**config.mk**
```make
export PLATFORM = sky130hd
export DESIGN_NAME = vga_layer_mixer
export DESIGN_NICKNAME = d
export VERILOG_FILES = /design/src/rtl/vga_layer_mixer.sv
export SDC_FILE = /design/constraint.sdc
export NUM_CORES = 1
export LEC_CHECK = 0
export CAP_MARGIN = 40
export CORE_ASPECT_RATIO = 2
export CORE_MARGIN = 2
export CORE_UTILIZATION = 43
export CTS_CLUSTER_DIAMETER = 80
export DETAILED_ROUTE_END_ITERATION = 10
export PLACE_DENSITY_LB_ADDON = 0.1
export SLEW_MARGIN = 40
export SYNTH_ARGS = -nofsm -noshare
export SYNTH_HDL_FRONTEND = slang
export SYNTH_SLANG_ARGS = --single-unit
```
**constraint.sdc**
```tcl
create_clock -name clk -period 1.6 [get_ports clk]
set_input_delay 0.32 -clock clk [delete_from_list [all_inputs] [get_ports clk]]
set_output_delay 0.32 -clock clk [all_outputs]
set_load 0.02 [all_outputs]
```
**src/rtl/vga_layer_mixer.sv**
```systemverilog
// vga_layer_mixer: two-stage priority compositor of colour-keyed overlay layers over a background, with frame-boundary enable shadowing
module vga_layer_mixer #(
  parameter int NUM_LAYERS = 4,
  parameter int COLOR_W = 12,
  parameter int APPLY_LINE = 480,
  localparam int CW = COLOR_W / 3,
  localparam int HW = $clog2(NUM_LAYERS + 1)
) (
  input  logic                          clk,
  input  logic                          rst,
  input  logic                          pix_en,
  input  logic [9:0]                    h_cnt,
  input  logic [9:0]                    v_cnt,
  input  logic                          valid_in,
  input  logic                          hsync_in,
  input  logic                          vsync_in,
  input  logic [NUM_LAYERS-1:0]         layer_valid,
  input  logic [NUM_LAYERS*COLOR_W-1:0] layer_pixel,
  input  logic [COLOR_W-1:0]            bg_pixel,
  input  logic [COLOR_W-1:0]            key_color,
  input  logic                          key_en,
  input  logic [NUM_LAYERS-1:0]         layer_en_wdata,
  input  logic                          layer_en_we,
  output logic                          hsync,
  output logic                          vsync,
  output logic [CW-1:0]                 vgaRed,
  output logic [CW-1:0]                 vgaGreen,
  output logic [CW-1:0]                 vgaBlue,
  output logic [NUM_LAYERS-1:0]         layer_en,
  output logic [HW-1:0]                 hit_layer
);
  logic [NUM_LAYERS-1:0] pending;
  logic pend_flag;
  logic apply;
  logic [NUM_LAYERS-1:0] opaque;
  logic [NUM_LAYERS-1:0] opaque1;
  logic [NUM_LAYERS*COLOR_W-1:0] px1;
  logic [COLOR_W-1:0] bg1;
  logic v1, hs1, vs1;
  logic [COLOR_W-1:0] sel_color;
  logic [HW-1:0] sel_hit;
  logic [COLOR_W-1:0] color;
  assign apply = pix_en && pend_flag && h_cnt == '0 && v_cnt == 10'(APPLY_LINE);
  always_ff @(posedge clk) begin
    if (rst) begin
      layer_en <= '1;
      pending <= '1;
      pend_flag <= 1'b0;
    end else if (apply) begin
      layer_en <= layer_en_we ? layer_en_wdata : pending;
      pending <= layer_en_we ? layer_en_wdata : pending;
      pend_flag <= 1'b0;
    end else if (layer_en_we) begin
      pending <= layer_en_wdata;
      pend_flag <= 1'b1;
    end
  end
  always_comb begin
    opaque = '0;
    for (int i = 0; i < NUM_LAYERS; i++)
      opaque[i] = layer_valid[i] & layer_en[i] & ~(key_en & (layer_pixel[i*COLOR_W +: COLOR_W] == key_color));
  end
  always_ff @(posedge clk) begin
    if (rst) begin
      v1 <= 1'b0;
      hs1 <= 1'b1;
      vs1 <= 1'b1;
      opaque1 <= '0;
      px1 <= '0;
      bg1 <= '0;
    end else if (pix_en) begin
      v1 <= valid_in;
      hs1 <= hsync_in;
      vs1 <= vsync_in;
      opaque1 <= opaque;
      px1 <= layer_pixel;
      bg1 <= bg_pixel;
    end
  end
  always_comb begin
    sel_color = bg1;
    sel_hit = HW'(NUM_LAYERS);
    for (int i = NUM_LAYERS - 1; i >= 0; i--)
      if (opaque1[i]) begin
        sel_color = px1[i*COLOR_W +: COLOR_W];
        sel_hit = HW'(i);
      end
  end
  always_ff @(posedge clk) begin
    if (rst) begin
      color <= '0;
      hit_layer <= HW'(NUM_LAYERS);
      hsync <= 1'b1;
      vsync <= 1'b1;
    end else if (pix_en) begin
      color <= v1 ? sel_color : '0;
      hit_layer <= v1 ? sel_hit : HW'(NUM_LAYERS);
      hsync <= hs1;
      vsync <= vs1;
    end
  end
  assign vgaRed = color[COLOR_W-1 -: CW];
  assign vgaGreen = color[2*CW-1 -: CW];
  assign vgaBlue = color[CW-1:0];
endmodule

```
Word-level counts from Yosys, hierarchy flattened
Cells that the tools add are included.
{"block": "totals", "register_bits": 93, "out_inout_bits": 21, "inputBits": 108}
{"block": "classes", "n_eq_ne": 5, "bitwise": 16, "n_reduce_logical": 5, "mux": 11}
{"cell": "$mux 12", "count": 5}
{"cell": "$eq 12x12->1", "count": 4}
{"cell": "$mux 3", "count": 5}
{"cell": "$and 1x1->1", "count": 12}
{"cell": "$eq 10x9->1 const B", "count": 1}
{"cell": "$logic_not 10->1", "count": 1}
{"cell": "$mux 4", "count": 1}
{"cell": "$not 1->1", "count": 4}
{"cell": "$logic_and 1x1->1", "count": 3}
{"cell": "$reduce_or 2->1", "count": 1}

Longest topological paths before layout
{"block": "depth", "ltp_word": 5, "mapped_depth": 6, "ltp_nobuf": 5}

Least setup slack after synthesis
OpenSTA, ideal clock, no wires.
{"block": "synth_path", "kind": "input to register", "start": "in h_cnt[1]", "end": "reg pend_flag", "required_ns": 1.485, "t_arrival_ns": 1.505, "cell_stages": 5, "slack_ns": -0.020, "cell_sequence": "or4b_1 > nor4_2 > nand4_2 > nor2b_4 > o21a_1"}
{"block": "synth_via", "elab_chain_len": 4}
{"item": "start: declaration", "line_no": "12", "rtl": "input logic [9:0] h_cnt,"}
{"item": "$logic_not 10->1", "line_no": "43", "rtl": "assign apply = pix_en && pend_flag && h_cnt == '0 && v_cnt == 10'(APPLY_LINE);"}
{"item": "$logic_and 1x1->1 (2 in series)", "line_no": "43"}
{"item": "$reduce_or 2->1 (no line)"}
{"item": "end signal: assignment", "line_no": "48", "rtl": "pend_flag <= 1'b0;"}
{"item": "end signal: assignment", "line_no": "52", "rtl": "pend_flag <= 1'b0;"}
{"item": "end signal: assignment", "line_no": "55", "rtl": "pend_flag <= 1'b1;"}
{"item": "end: declaration", "line_no": "33", "rtl": "logic pend_flag;"}
Every way passes these cells.
A chain may end at the register's enable or synchronous reset.

Final worst setup path
{"block": "layout_path", "start": "reg pend_flag", "end": "reg layer_en[1]"}
{"block": "layout_via", "elab_chain_len": 3}
{"item": "$logic_and 1x1->1 (3 in series)", "line_no": "43"}
{"item": "end signal: assignment", "line_no": "50", "rtl": "layer_en <= layer_en_we ? layer_en_wdata : pending;"}
{"item": "end: declaration", "line_no": "29", "rtl": "output logic [NUM_LAYERS-1:0] layer_en,"}
Every way passes these cells.

==> results.md <==
- Synth warn: 0
- Hold buffer count at CTS: 0
- Worst path cell trace: or4b_4 > nor4_4 > nand4_2 > buf_6 > nand2_2 > o21ai_1
- Seq cells post-synth: 93
- Setup CP Type: register to register
- EDFF count, synth: 0
- Clk slew on worst S/H paths: 0.06 ns
- CP required: 1.82 ns
- Pwr Total: 5.60 mW
- Max Cap Viol: 0
- Antenna violations before repair: 0
- Total wire length: 12.2 mm
- Final HPWL DP: 9.34 mm
- Clk_lat worst skew: 0.34 ns
- Worst hold stages: 3
- Clock Skew: 0.00650 ns
- Worst r2r dst: layer_en[1]$_SDFFE_PP1P_
- Crit path buf inv count: 1
- Asr flop ratio synth: 0
- # clock sinks: 93
- Mean Syn Cell Area: 9.42 um^2
- Antenna viol nets, final: 0
- Cell Pwr Density: 888 nW/um^2
- Vias in the first global route: 3696
- Slew headroom: 0.657
- Routed vias: 3675
- Crit. End Element: register
- Area grow syn2layout: 44.7%
- RSZ-0062 raised after global routing: true
- Fin crit share: 0.975
- First-pass GRT wire length: 19.0 mm
- CTS H-tree lvls: 3
- Ports: 129
- Min-delay src: layer_pixel[32]
- Slew @ Worst Pin: 0.515 ns
- Placer Congestion: 0.803
- Critical Path Max Stage Delay: 0.47 ns
- Commonest non-fill, non-tap cell in the layout: dfxtp_1
- Final instance area: 6310 um^2
- CP startpoint kind: register
- Clock buffer count from CTS: 9
- Leakage power: 2.77 nW
- Worst Hold End: px1[32]$_SDFFE_PP0P_
- Post-Place Cell Area: 5920 um^2
- # rows: 52
- Crit Path Max Fanout: 4
- Largest net degree at the start of global routing: 58
- Core Footprint: 10000 um^2
- Gate Count Post-Synth: 463
- CTS tree: done
- Worst reg-to-reg path cell count: 6
- Tmin final: 1.56 ns
- Worst EP arrival: 1.78 ns
- Cell area after synthesis: 4360 um^2
- Final setup violation count: 0
- Initial Util: 0.435
- Slowest cell on crit path: or4b_4
- N_diodes: 0
- Family with the most delay on the worst path: simple AND/OR/NAND/NOR gates
- Cell variety after synth: 35
- Pre-antenna DRT Iters: 4
- Die X: 75.2 um
- Layout Nets: 706
- Share of cells above drive strength 1: 0.103
- HP Class: input pin to register
- Die area: 11000 um^2
- Seq/Total Area, Yosys: 0.427
- Most frequent cells in the layout: dfxtp_1 (92), mux2i_1 (87), clkdlybuf4s50_1 (85)
- Final hold vios: 0
- Post-synth top flop: dfxtp_1
- Root Buffer: clkbuf_16
- Syn_nets: 571
- Flop-to-flop setup slack: 0.04 ns
- GRT Total Usage: 0.228
- Chip height: 146 um
- Vias per inst: 4.98
- R2r startpoint: pend_flag$_SDFFE_PP0P_
- Peak supply drop: 0.000553 V
- Port bufs: 128
- Max Slew Vio Count: 0
- Max Freq: 641 MHz
- Initial DRC count: 198
- WL/cell: 16.5 um
- Clk buf depth: 2
- Outcome: completed
- # DRC: 0
- Congestion Overflow GR: 0
## cells by family (layout without fill, tap and decap cells)
| logic type | count (synthesis) | count (layout) | share of synthesized area |
|---|---|---|---|
| buffers and inverters | 38 | 178 | 0.0362 |
| DFF | 93 | 93 | 0.427 |
| muxes | 87 | 87 | 0.200 |
| and+or+nand+nor | 138 | 138 | 0.160 |
| xor gates and xnor gates | 48 | 48 | 0.0964 |
| AOI/OAI and AO/OA | 59 | 59 | 0.0809 |
## cell type report
cell class | count | area [um^2]
Multi-Input combinational cell | 332 | 2390
Clock inverter | 5 | 58.8
Fill cell | 923 | 3710
Inverter | 5 | 18.8
Tap cell | 135 | 169
Clock buffer | 11 | 253
Sequential cell | 93 | 1860
Timing Repair Buffer | 157 | 1550
## state kept, by name, summed over array words and instances (netlist names)
name       cells
hsync          1
color         12
vs1            1
opaque1        4
bg1           12
v1             1
vsync          1
px1           48
hs1            1
layer_en       4
hit_layer      3
pend_flag      1
pending        4
## what timing repair did
item                       in CTS  in global routing
setup endpoints to repair      23                 15
resized for setup              27                 27
pin swaps                       5                 13
setup buffers                   0                  0
## synth_stat cells (all sizes together), types with 2 or more instances
library cell | instances | area, um^2
o2111ai | 4 | 35.0
dfxtp | 93 | 1860
inv | 5 | 18.8
o21ai | 17 | 85.1
nand3 | 5 | 25.0
a211o | 4 | 35.0
a21oi | 17 | 85.1
clkbuf | 21 | 78.8
o22ai | 12 | 75.1
nand2 | 18 | 67.6
nor2b | 21 | 139
nand2b | 6 | 37.5
nand4 | 5 | 37.5
xor2 | 32 | 280
mux2i | 87 | 871
nor2 | 66 | 248
a211oi | 4 | 30.0
nor3 | 2 | 15.0
buf | 12 | 60.1
xnor2 | 16 | 140
nor4 | 10 | 83.8
## worst reg2reg max path: cells and delay by family, from the launching register on
family	cells	cell delay, ns
simple gates	4	0.90
flops	1	0.32
buf+inv	1	0.16
compound gates	1	0.06
## worst max-delay path by stage
| stage | startpoint | cells past startpoint | slack (ns) | end |
|---|---|---|---|---|
| after floorplan | h_cnt[1] | 5 | -0.001 | pend_flag$_SDFFE_PP0P_ |
| after detailed placement | key_color[7] | 7 | -0.55 | opaque1[2]$_SDFFE_PP0P_ |
| final | pend_flag$_SDFFE_PP0P_ | 6 | 0.04 | layer_en[1]$_SDFFE_PP1P_ |
| after CTS | color[3]$_SDFFE_PP0P_ | 1 | 0.007 | vgaBlue[3] |
| after global placement | key_color[7] | 7 | -0.55 | opaque1[2]$_SDFFE_PP0P_ |
| after global routing | pend_flag$_SDFFE_PP0P_ | 6 | -0.02 | layer_en[2]$_SDFFE_PP1P_ |
## metrics by stage
stage	setup TNS [ns]	utilization	hold WS [ns]	cells	setup WS, ns
finish	0	0.629	0.304	738	0.0404
floorplan	-0.00143	-	0.431	463	-0.00143
global route	-0.0350	0.629	0.345	738	-0.0153
detailed placement	-4.00	0.591	0.457	722	-0.547
CTS	0	0.621	0.356	738	0.00730
global placement	-3.70	0.591	0.438	722	-0.553
## power by group
group | internal (mW) | switching (mW) | leakage, nW
registers | 2.43 | 0.0588 | 0.765
logic | 0.505 | 0.431 | 1.85
clock network | 1.30 | 0.875 | 0.148
## layer usage
metal	wire, um	global-route usage	up-vias	part of all wire
met5	0	0	-	0
met4	144	0.0605	0	0.012
met3	480	0.0304	10	0.039
met2	6600	0.403	87	0.54
met1	4990	0.282	1720	0.41
li1	-	-	1858	-
Power figures use the tool's default switching activity.
